**src/rtl/mul_hilo_ctrl.sv**
```systemverilog
// rtl/mul_hilo_ctrl.sv - MULT/MULTU/MTHI/MTLO sequencer driving a pipelined 32x32 multiplier into HI/LO
// Optional feature macro: MULT_SIGNED_EN (signed MULT with sign correction; undefined treats op 010 as NOP)
module mul_hilo_ctrl #(
    parameter int MUL_TIMEOUT = 16
) (
    input  logic        clk,
    input  logic        reset,
    input  logic        op_valid,
    input  logic [2:0]  op,
    input  logic [31:0] rs_data,
    input  logic [31:0] rt_data,
    output logic [31:0] mul_a,
    output logic [31:0] mul_b,
    output logic        mul_start,
    input  logic [63:0] mul_z,
    input  logic        mul_done,
    output logic        stall,
    output logic [31:0] hi,
    output logic [31:0] lo,
    output logic        err
);

    localparam int CNT_W = $clog2(MUL_TIMEOUT + 1);

    localparam logic [2:0] OP_MULTU = 3'b001;
    localparam logic [2:0] OP_MULT  = 3'b010;
    localparam logic [2:0] OP_MTHI  = 3'b011;
    localparam logic [2:0] OP_MTLO  = 3'b100;

    typedef enum logic [1:0] {
        S_IDLE   = 2'd0,
        S_LAUNCH = 2'd1,
        S_WAIT   = 2'd2,
        S_WRITE  = 2'd3
    } state_t;

    state_t             state;
    logic [CNT_W-1:0]   cnt;
    logic               cnt_last;

    logic               acc_multu;
    logic               acc_mult;
    logic               acc_mthi;
    logic               acc_mtlo;
    logic               acc_mul;
    logic [31:0]        op_a_nxt;
    logic [31:0]        op_b_nxt;
    logic               neg_nxt;
    logic [63:0]        product;

`ifdef MULT_SIGNED_EN
    logic               neg;

    // Magnitude of a two's complement word; 0x80000000 maps to itself and is
    // then treated as the unsigned value 2^31 by the multiplier.
    function automatic logic [31:0] mag32(input logic [31:0] x);
        return x[31] ? (~x + 32'd1) : x;
    endfunction

    assign product = neg ? (~mul_z + 64'd1) : mul_z;
`else
    assign product = mul_z;
`endif

    assign cnt_last = (cnt == CNT_W'(MUL_TIMEOUT - 1));

    // Decode the presented op and precompute the operands/sign latched on acceptance
    always_comb begin
        acc_multu = 1'b0;
        acc_mult  = 1'b0;
        acc_mthi  = 1'b0;
        acc_mtlo  = 1'b0;
        op_a_nxt  = rs_data;
        op_b_nxt  = rt_data;
        neg_nxt   = 1'b0;
        if (op_valid && (state == S_IDLE)) begin
            case (op)
                OP_MULTU: acc_multu = 1'b1;
`ifdef MULT_SIGNED_EN
                OP_MULT:  acc_mult  = 1'b1;
`endif
                OP_MTHI:  acc_mthi  = 1'b1;
                OP_MTLO:  acc_mtlo  = 1'b1;
                default:  ;
            endcase
        end
`ifdef MULT_SIGNED_EN
        if (acc_mult) begin
            op_a_nxt = mag32(rs_data);
            op_b_nxt = mag32(rt_data);
            neg_nxt  = rs_data[31] ^ rt_data[31];
        end
`endif
    end

    assign acc_mul = acc_multu | acc_mult;

    // Sequencer: accepts ops in IDLE, runs the start/done handshake, writes HI/LO
    always_ff @(posedge clk or posedge reset) begin
        if (reset) begin
            state     <= S_IDLE;
            cnt       <= '0;
            mul_a     <= '0;
            mul_b     <= '0;
            mul_start <= 1'b0;
            stall     <= 1'b0;
            hi        <= '0;
            lo        <= '0;
            err       <= 1'b0;
`ifdef MULT_SIGNED_EN
            neg       <= 1'b0;
`endif
        end else begin
            case (state)
                S_IDLE: begin
                    if (acc_mthi) begin
                        hi <= rs_data;
                    end
                    if (acc_mtlo) begin
                        lo <= rs_data;
                    end
                    if (acc_mul) begin
                        mul_a     <= op_a_nxt;
                        mul_b     <= op_b_nxt;
                        cnt       <= '0;
                        mul_start <= 1'b1;
                        stall     <= 1'b1;
                        state     <= S_LAUNCH;
`ifdef MULT_SIGNED_EN
                        neg       <= neg_nxt;
`endif
                    end
                end
                S_LAUNCH: begin
                    cnt <= cnt + CNT_W'(1);
                    if (cnt_last) begin
                        mul_start <= 1'b0;
                        stall     <= 1'b0;
                        err       <= 1'b1;
                        state     <= S_IDLE;
                    end else if (!mul_done) begin
                        state <= S_WAIT;
                    end
                end
                S_WAIT: begin
                    cnt <= cnt + CNT_W'(1);
                    if (mul_done) begin
                        mul_start <= 1'b0;
                        state     <= S_WRITE;
                    end else if (cnt_last) begin
                        mul_start <= 1'b0;
                        stall     <= 1'b0;
                        err       <= 1'b1;
                        state     <= S_IDLE;
                    end
                end
                S_WRITE: begin
                    hi    <= product[63:32];
                    lo    <= product[31:0];
                    stall <= 1'b0;
                    state <= S_IDLE;
                end
                default: begin
                    mul_start <= 1'b0;
                    stall     <= 1'b0;
                    state     <= S_IDLE;
                end
            endcase
        end
    end

    // neg_nxt only feeds the sign register in the signed build
    logic unused_ok;
    assign unused_ok = neg_nxt;

endmodule

```
**config.mk**
```make
export PLATFORM = sky130hd
export DESIGN_NAME = mul_hilo_ctrl
export DESIGN_NICKNAME = d
export VERILOG_FILES = /design/src/rtl/mul_hilo_ctrl.sv
export SDC_FILE = /design/constraint.sdc
export NUM_CORES = 1
export LEC_CHECK = 0
export BUFFER_PORTS_ARGS = -buffer_cell sky130_fd_sc_hd__clkbuf_2
export CAP_MARGIN = 20
export CORE_MARGIN = 4
export CORE_UTILIZATION = 35
export CTS_CLUSTER_DIAMETER = 120
export DETAILED_ROUTE_END_ITERATION = 12
export PLACE_DENSITY_LB_ADDON = 0.12
export SLEW_MARGIN = 10
export SYNTH_ARGS = -nofsm -noshare
export SYNTH_HDL_FRONTEND = slang
export SYNTH_SLANG_ARGS = --single-unit
```
**constraint.sdc**
```tcl
create_clock -name clk -period 4 [get_ports clk]
set_input_delay 0.2 -clock clk [delete_from_list [all_inputs] [get_ports clk]]
set_output_delay 0.2 -clock clk [all_outputs]
set_load 0.02 [all_outputs]
```
### Yosys cells after proc, flatten, opt, wreduce, memory -nomap -nowiden

Index checks and enable logic that the tools add are counted.
W data, S select, Z words.

* bits of input ports: 135
* register bits after elaboration: 138
* output and inout port bits: 131
* word-level logic and storage cells: 66

* reductions and logical operators: 15
* muxes and demuxes: 28
* eq/ne operators: 13
* add/sub/neg operators: 1

Operators by type and width (number)
* $pmux W32 S2: 2
* $mux W32: 2
* $reduce_and A2 Y1: 7
* $mux W1: 13
* $mux W2: 5
* $pmux W5 S2: 1
* $ne A2 B2 Y1 const B: 4
* $pmux W2 S4: 1
* $ne A3 B3 Y1 const B: 2
* $reduce_bool A2 Y1: 3
* $add A5 B1 Y5 const B: 1
* $eq A5 B4 Y1 const B: 1
* $mux W5: 1
* $eq A2 B2 Y1 const B: 2
* $pmux W1 S4: 1
* $eq A3 B1 Y1 const B: 1
* $eq A3 B2 Y1 const B: 1
* $eq A3 B3 Y1 const B: 1
* $pmux W1 S3: 1
* $reduce_and A3 Y1: 1
* $reduce_bool A3 Y1: 1
* $eq A2 B1 Y1 const B: 1
* $logic_not A2 Y1: 1
* $pmux W1 S2: 1
* 2 further kinds: 2

### Depth between registers and ports, before layout

Gate-level depths: netlist of the first run.

* depth in word-level cells: 5
* mapped depth: 7
* depth with buffers taken out: 6

### Least setup slack after synthesis of the first run

OpenSTA, ideal clock, no wires.

* kind: register to register
* start: register state[0]
* end: register hi[0]
* cell stages (with the launch flop): 8
* setup slack: 2347 ps
* library setup time: 79 ps
* period minus slack after synthesis: 1653 ps
* path buffers: 2
* arrival: 1573 ps
* data required time: 3921 ps
* cell sequence: dfrtp_1 inv_1 ha_1 buf_4 nand3_1 o21ai_2 buf_6 mux2i_1

* cells in the longest elaborated chain, start to end: 5
* elaborated cells on any way between the ends: 8
* classes of those cells: 2 x eq/ne; 2 x mux; 4 x reduce/logical

Ends and longest elaborated chain
* start, declared: line 37 `state_t state;`
* start signal, assigned: line 101 `state <= S_IDLE;`
* start signal, assigned: line 128 `state <= S_LAUNCH;`
* start signal, assigned: line 140 `state <= S_IDLE;`
* $logic_not A2 Y1: line 76, 114
* $logic_and A1 B1 Y1: line 76 `if (op_valid && (state == S_IDLE)) begin`
* $mux W1: line 76
* $ne A2 B2 Y1 (no source line)
* $reduce_and A2 Y1 (no source line)
* end signal, assigned: line 117 `hi <= rs_data;`
* end signal, assigned: line 158 `hi <= product[63:32];`
* end, declared: line 18 `output logic [31:0] hi,`

Several ways; a longest one is shown, not always the timed one.
A chain may end at the register's enable or synchronous reset.

### Worst setup path after layout of the first run

* start: register state[0]
* end: register mul_b[26]

* cells in the longest elaborated chain, start to end: 4

Ends and longest elaborated chain
* $logic_not A2 Y1 *: line 76, 114
* $logic_and A1 B1 Y1: line 76
* $mux W1: line 76
* $reduce_and A2 Y1 (no source line) *
* end signal, assigned: line 124 `mul_b <= op_b_nxt;`
* end, declared: line 13 `output logic [31:0] mul_b,`

Mark *: on every way between the ends. The rest lies on a longest branch, timed or not.

==> results of run 1 <==
[through the flow]
stage / worst slack, ps / cell area [sq um] / hold slack (ps)
floorplan: 104 / 6460 / 332
finish: 1340 / 8760 / 18.7
global route: 1140 / 8760 / 0.0101
detailed placement: 1330 / 7950 / 432
global placement: 1440 / 7950 / 425
CTS: 1310 / 8700 / 0.605
[logic make-up after synthesis]
family | share of synthesized area
simple gates | 0.0502
fa+ha+maj | 0.0155
compound gates | 0.0723
buf+inv | 0.0715
flops | 0.535
mux | 0.256
[state kept, by name (all words and copies together), names as in the netlist]
name / cells
hi: 32
lo: 32
mul_a: 32
mul_b: 32
cnt: 5
state: 2
err: 1
mul_start: 1
stall: 1
[power breakdown]
group	total, mW	internal [mW]	switching [mW]	leakage [nW]
Combinational	3.30	1.38	1.92	2.72
Sequential	2.53	2.11	0.417	1.66
Clock	1.63	1.03	0.599	0.291
Total	7.46	4.52	2.94	4.67
[worst max-delay path, cell delays in order (launching register included)]
cell	delay, ps
dfrtp_1	460
inv_1	130
ha_1	380
nand2_4	690
buf_4	520
mux2_4	340
[cells in the final DEF (no fill, tap or decap), types with 7 or more instances in the layout]
cell	n
mux2_4	60
dlygate4sd3_1	17
a21oi_1	69
clkbuf_2	265
nor2b_1	34
dfrtp_1	138
inv_1	71
mux2i_1	67
ha_1	7
clkbuf_16	17
[final cells by class]
type                       instances  area share
clock inverter                    11      0.0164
sequential                       138       0.394
multi-input combinational        275       0.292
timing repair buffer             289       0.179
tap                              229      0.0327
clock buffer                      21      0.0537
inverter                          72      0.0314
[per-layer routing]
metal | track usage | vias up
met2 | 0.272 | 145
met3 | 0.0469 | 23
met1 | 0.194 | 2259
met4 | 0.0560 | 0
met5 | 0 | -
li1 | - | 2284
[worst max path at each step]
| stage | start | end | slack (ps) |
|---|---|---|---|
| floorplan | reset | cnt[0] | 100 |
| global placement | state[0] | mul_b[29] | 1440 |
| detailed placement | state[0] | mul_b[27] | 1330 |
| CTS | state[0] | mul_b[26] | 1310 |
| global route | state[0] | hi[28] | 1140 |
| finish | state[0] | mul_b[26] | 1340 |
==> impl_metrics.py, run 1 <==
metrics = {
    "power": {
        "power_mw": 7.46,
        "ir_drop_v": 0.000307,
        "powerDensity_mw_per_mm2": 851,
        "leakage_nw": 4.67,
    },
    "detailed_routing": {
        "antenna_left": 0,
        "drt-initial-drc-count": 187,
        "vias": 4711,
        "wl_per_cell_um": 16.1,
        "dr_wl_met3_um": 1030,
        "first_pass_iters": 4,
        "drc": 0,
        "routed-wl-met2_um": 8420,
        "avgViaCountPerCell": 4.55,
        "routed_wl_um": 16700,
        "wirelength_met1_um": 6940,
        "topRoutingLayerUsed": "met4",
    },
    "clock_tree": {
        "postCtsSetupRepairBufs": 0,
        "clock-root-buffer": "clkbuf_16",
        "cts.clk_slew.worst_paths_ps": 60,
        "cts.sinks": 138,
        "cts_max_path_buffers": 2,
        "cts.repair.resized": 0,
        "cts_tree": "built",
        "insertion_delay_ps": 410,
        "hold_buffers": 14,
        "h-tree-depth": 4,
        "numCtsBuffers": 17,
    },
    "global_route": {
        "grt_pass1_vias": 4966,
        "overflow": 0,
        "antenna_found_initial": 0,
        "grt_start_max_net_pins": 113,
        "grt_pass1_wl_um": 25700,
        "grt_usage": 0.160,
    },
    "timing": {
        "maxSlewViolCount": 0,
        "timing.fmax_ghz": 0.375,
        "finalCritPeriodShare": 0.666,
        "finalHoldViolations": 0,
        "worst_slew_pin_slew_ps": 827,
        "min_period_ps": 2660,
        "max-slew-margin-rel": 0.448,
        "tns_ps": 0,
        "setup_viol": 0,
        "rsz0062_at_grt": "no",
        "fin_skew_ps": 6.76,
    },
    "setup_path": {
        "worst_r2r_endpoint": "mul_b[26]",
        "crit_required_ps": 4290,
        "worstSetupPathType": "reg2reg",
        "r2r_slack_ps": 1340,
        "arrival_ps": 2950,
        "reg2reg_from": "state[0]",
        "crit_path_end_kind": "flop",
        "setup.worst_path.start_class": "flop",
        "path_max_fanout": 42,
        "ff2ff_path_depth": 5,
    },
    "yosys": {
        "synthFlopType": "dfrtp_1",
        "synth_cell_type_count": 32,
        "synthCells": 509,
        "syn_area_per_cell_sq_um": 12.7,
        "synth_seq_cells": 138,
        "yosys.area.top_type": "dfrtp_1",
        "async_flop_share": 1.00,
        "synth_area_leaders": "dfrtp_1 53%, mux2_4 14%, mux2i_1 10%, a21oi_1 5.3%, inv_1 4.2%",
        "synth.top_cell.area_share": 0.535,
        "yosys_warnings": 0,
        "synth_enable_flop_cells": 0,
        "synth-seq-area-share": 0.535,
        "netlist_area_sq_mm": 0.00646,
        "ys_top_cells_by_count": "138 x dfrtp_1, 72 x inv_1, 69 x a21oi_1",
        "synth.most_common_cell": "dfrtp_1",
        "synth.net_count": 652,
    },
    "placed_design": {
        "hpwlAfterDp_um": 12100,
        "numPortBuffers": 265,
        "gp_congestion": 0.807,
        "place_inst": 985,
    },
    "run": {
        "max_cap_violations": 0,
    },
    "floorplanning": {
        "die-area_sq_mm": 0.0207,
        "num_rows": 49,
        "die_h_um": 144,
        "initial_utilization": 0.358,
        "core_area_sq_mm": 0.0180,
        "die_w_um": 144,
        "ios": 266,
    },
    "min_path": {
        "hold_path.class": "in2reg",
        "hold_depth": 2,
        "hp-start": "rs_data[12]",
        "hold_end": "mul_a[12]",
    },
    "final_layout": {
        "drive_above_1_share": 0.458,
        "fillers": 1672,
        "multiInputGateArea_sq_mm": 0.00256,
        "regArea_sq_mm": 0.00345,
        "finish.utilization": 0.486,
        "syn2layout_area_growth_pct": 35.7,
        "num-nets-final": 936,
        "fin_cells": 1035,
        "diodes": 0,
    },
    "outcome": {
        "status": "finished clean",
    },
}
(Power assumes the default switching activity.)
==> run 2: changes to the inputs <==
Settings changed: ABC_AREA set to 1.
Clock period 4 ns to 2.26 ns, I/O delays scaled along.
==> run 2 against run 1 <==
  * Flip-flop and latch count did not move
  * Clock skew rose by 2.3 ps
  * Via count rose by 43%
  * Non-clock buffer count is 110 higher
  * Register-to-register slack got worse by 860 ps
  * Wire length is 35% higher
  * Clock power grew 79%
==> impl_metrics.py, run 2 <==
metrics = {
    "power": {
        "pwr-share-seq": 0.348,
        "share_comb_of_total_power": 0.414,
        "p_clk_frac": 0.238,
        "switchingPower_mw": 5.08,
        "intPower_mw": 7.18,
        "ir_drop_v": 0.000655,
        "leakage_nw": 5.52,
        "powerDensity_mw_per_mm2": 1270,
        "swShare": 0.414,
    },
    "global_route": {
        "overflow": 0,
        "grt_pass1_vias": 6953,
        "grt_usage": 0.224,
        "antenna_found_initial": 0,
        "grt_pass1_wl_um": 36100,
        "grt_start_max_net_pins": 139,
    },
    "yosys": {
        "synthCells": 821,
        "yosys.area.top_type": "dfrtp_1",
        "synth_seq_cells": 138,
        "synth_enable_flop_cells": 0,
        "synthFlopType": "dfrtp_1",
        "synth.top_cell.area_share": 0.540,
        "syn_area_per_cell_sq_um": 7.79,
        "netlist_area_sq_mm": 0.00639,
        "synth.most_common_cell": "nand2_1",
        "yosys_warnings": 0,
        "synth.net_count": 964,
        "async_flop_share": 1.00,
        "ys_top_cells_by_count": "451 x nand2_1, 139 x nand3_1, 138 x dfrtp_1",
        "synth_area_leaders": "dfrtp_1 54%, nand2_1 26%, nand3_1 11%, buf_2 1.7%, ha_1 1.6%",
        "synth_cell_type_count": 22,
        "synth-seq-area-share": 0.540,
    },
    "floorplanning": {
        "initial_utilization": 0.356,
        "die_w_um": 143,
        "core_area_sq_mm": 0.0180,
        "num_rows": 49,
        "die-area_sq_mm": 0.0205,
        "die_h_um": 143,
        "ios": 266,
    },
    "placed_design": {
        "numPortBuffers": 265,
        "dp_slack_ps": 446,
        "gp_congestion": 0.840,
        "place_inst": 1285,
        "hpwlAfterDp_um": 15100,
    },
    "timing": {
        "min_period_ps": 1790,
        "setup_viol": 0,
        "tns_ps": 0,
        "worst_slack_ps": 472,
        "maxSlewViolCount": 0,
        "timing.fmax_ghz": 0.559,
        "fin_skew_ps": 9.08,
        "finalCritPeriodShare": 0.791,
        "worst_slew_pin_slew_ps": 785,
        "max-slew-margin-rel": 0.477,
        "finalHoldViolations": 0,
        "rsz0062_at_grt": "no",
    },
    "setup_path": {
        "crit_required_ps": 2620,
        "setup.worst_path.start_class": "flop",
        "ff2ff_path_depth": 9,
        "r2r_slack_ps": 470,
        "worstSetupPathType": "reg2reg",
        "worst_r2r_endpoint": "lo[18]",
        "arrival_ps": 2150,
        "crit_path_end_kind": "flop",
        "path_max_fanout": 22,
        "reg2reg_from": "state[0]",
    },
    "clock_tree": {
        "cts.sinks": 138,
        "postCtsSetupRepairBufs": 0,
        "h-tree-depth": 4,
        "cts_tree": "built",
        "cts_max_path_buffers": 2,
        "insertion_delay_ps": 420,
        "numCtsBuffers": 17,
        "clock-root-buffer": "clkbuf_16",
        "cts.clk_slew.worst_paths_ps": 60,
    },
    "detailed_routing": {
        "vias": 6719,
        "avgViaCountPerCell": 4.70,
        "drt-initial-drc-count": 287,
        "wirelength_met1_um": 9770,
        "routed_wl_um": 22400,
        "first_pass_iters": 4,
        "antenna_left": 0,
        "dr_wl_met3_um": 1640,
        "drc": 0,
        "topRoutingLayerUsed": "met4",
        "wl_per_cell_um": 15.7,
        "routed-wl-met2_um": 10500,
    },
    "final_layout": {
        "fin_cells": 1430,
        "syn2layout_area_growth_pct": 51.6,
        "fillers": 1722,
        "num-nets-final": 1332,
        "final_common_cell": "nand2_1",
        "multiInputGateArea_sq_mm": 0.00262,
        "regArea_sq_mm": 0.00345,
        "drive_above_1_share": 0.271,
        "diodes": 0,
        "layout_common_cells": "450 x nand2_1, 265 x clkbuf_2, 139 x nand3_1",
    },
    "run": {
        "max_cap_violations": 0,
    },
    "outcome": {
        "status": "finished clean",
    },
    "min_path": {
        "hp-start": "mul_z[54]",
        "hold_end": "hi[22]",
        "hold_path.class": "in2reg",
        "hold_depth": 5,
    },
}
run 2: cell count changes after synthesis, sizes merged, moves of 6 or more:
| cell | change |
|---|---|
| a21oi | -67 |
| buf | +17 |
| clkbuf | +9 |
| inv | -57 |
| mux2 | -67 |
| mux2i | -67 |
| nand2 | +450 |
| nand3 | +138 |
| nor2 | +6 |
| nor2b | -34 |
run 2: per-stage QoR:
step / cell area (sq um) / power, mW / hold WS [ps] / utilization
CTS: 9690 / 12.4 / 0.328 / 0.540
global placement: 7940 / 9.21 / 343 / 0.442
detailed placement: 7940 / 9.27 / 346 / 0.442
global route: 9690 / 13.2 / 32.2 / 0.540
finish: 9690 / 12.3 / 7.15 / 0.540
floorplan: 6400 / 7.32 / 258 / -
run 2: final cells by class:
type / instances / area share
Multi-Input combinational cell: 618 / 0.271
Timing Repair Buffer: 399 / 0.274
Sequential cell: 138 / 0.356
Clock buffer: 24 / 0.0518
Clock inverter: 7 / 0.0116
Tap cell: 229 / 0.0296
Inverter: 15 / 0.00620
run 2: per-layer routing:
metal | track usage | vias up
met4 | 0.0795 | 0
met1 | 0.286 | 3129
met3 | 0.0599 | 40
li1 | - | 3322
met2 | 0.366 | 228
met5 | 0 | -
run 2: worst max-delay path by stage:
stage | end | start | cells past startpoint | slack [ps]
CTS | lo[18] | state[0] | 9 | 440
global placement | lo[1] | state[0] | 9 | 530
floorplan | cnt[0] | reset | 1 | 430
global route | lo[19] | state[1] | 9 | 270
detailed placement | lo[9] | state[0] | 9 | 450
finish | lo[18] | state[0] | 9 | 470
run 2: cells by family (layout without fill, tap and decap cells):
group	count (synthesis)	count (layout)	synth area share
AOI/OAI and AO/OA	5	5	0.00431
adders and majority gates	8	8	0.0157
buffers and inverters	65	445	0.0519
DFF	138	138	0.540
and+or+nand+nor	605	605	0.388
run 2: critical path, stage by stage, from the launching register on:
cell	delay [ps]
dfrtp_1	430
inv_1	130
ha_1	230
nand2_1	110
nor2_4	150
nand3_2	100
nand2_2	230
buf_12	220
nand2_1	70
nand2_1	60
run 2: power groups by stage:
stage / clock [mW] / combinational [mW] / sequential, mW
after floorplan: 0 / 1.77 / 5.55
after global placement: 0 / 4.94 / 4.27
after detailed placement: 0 / 5.01 / 4.26
after CTS: 2.97 / 5.15 / 4.26
after global routing: 3.09 / 5.66 / 4.40
final: 2.92 / 5.08 / 4.26
run 2: what timing repair did:
item	in CTS	in global routing
endpoints found under the hold margin	251	0
resized for setup	0	0
hold buffers	114	0
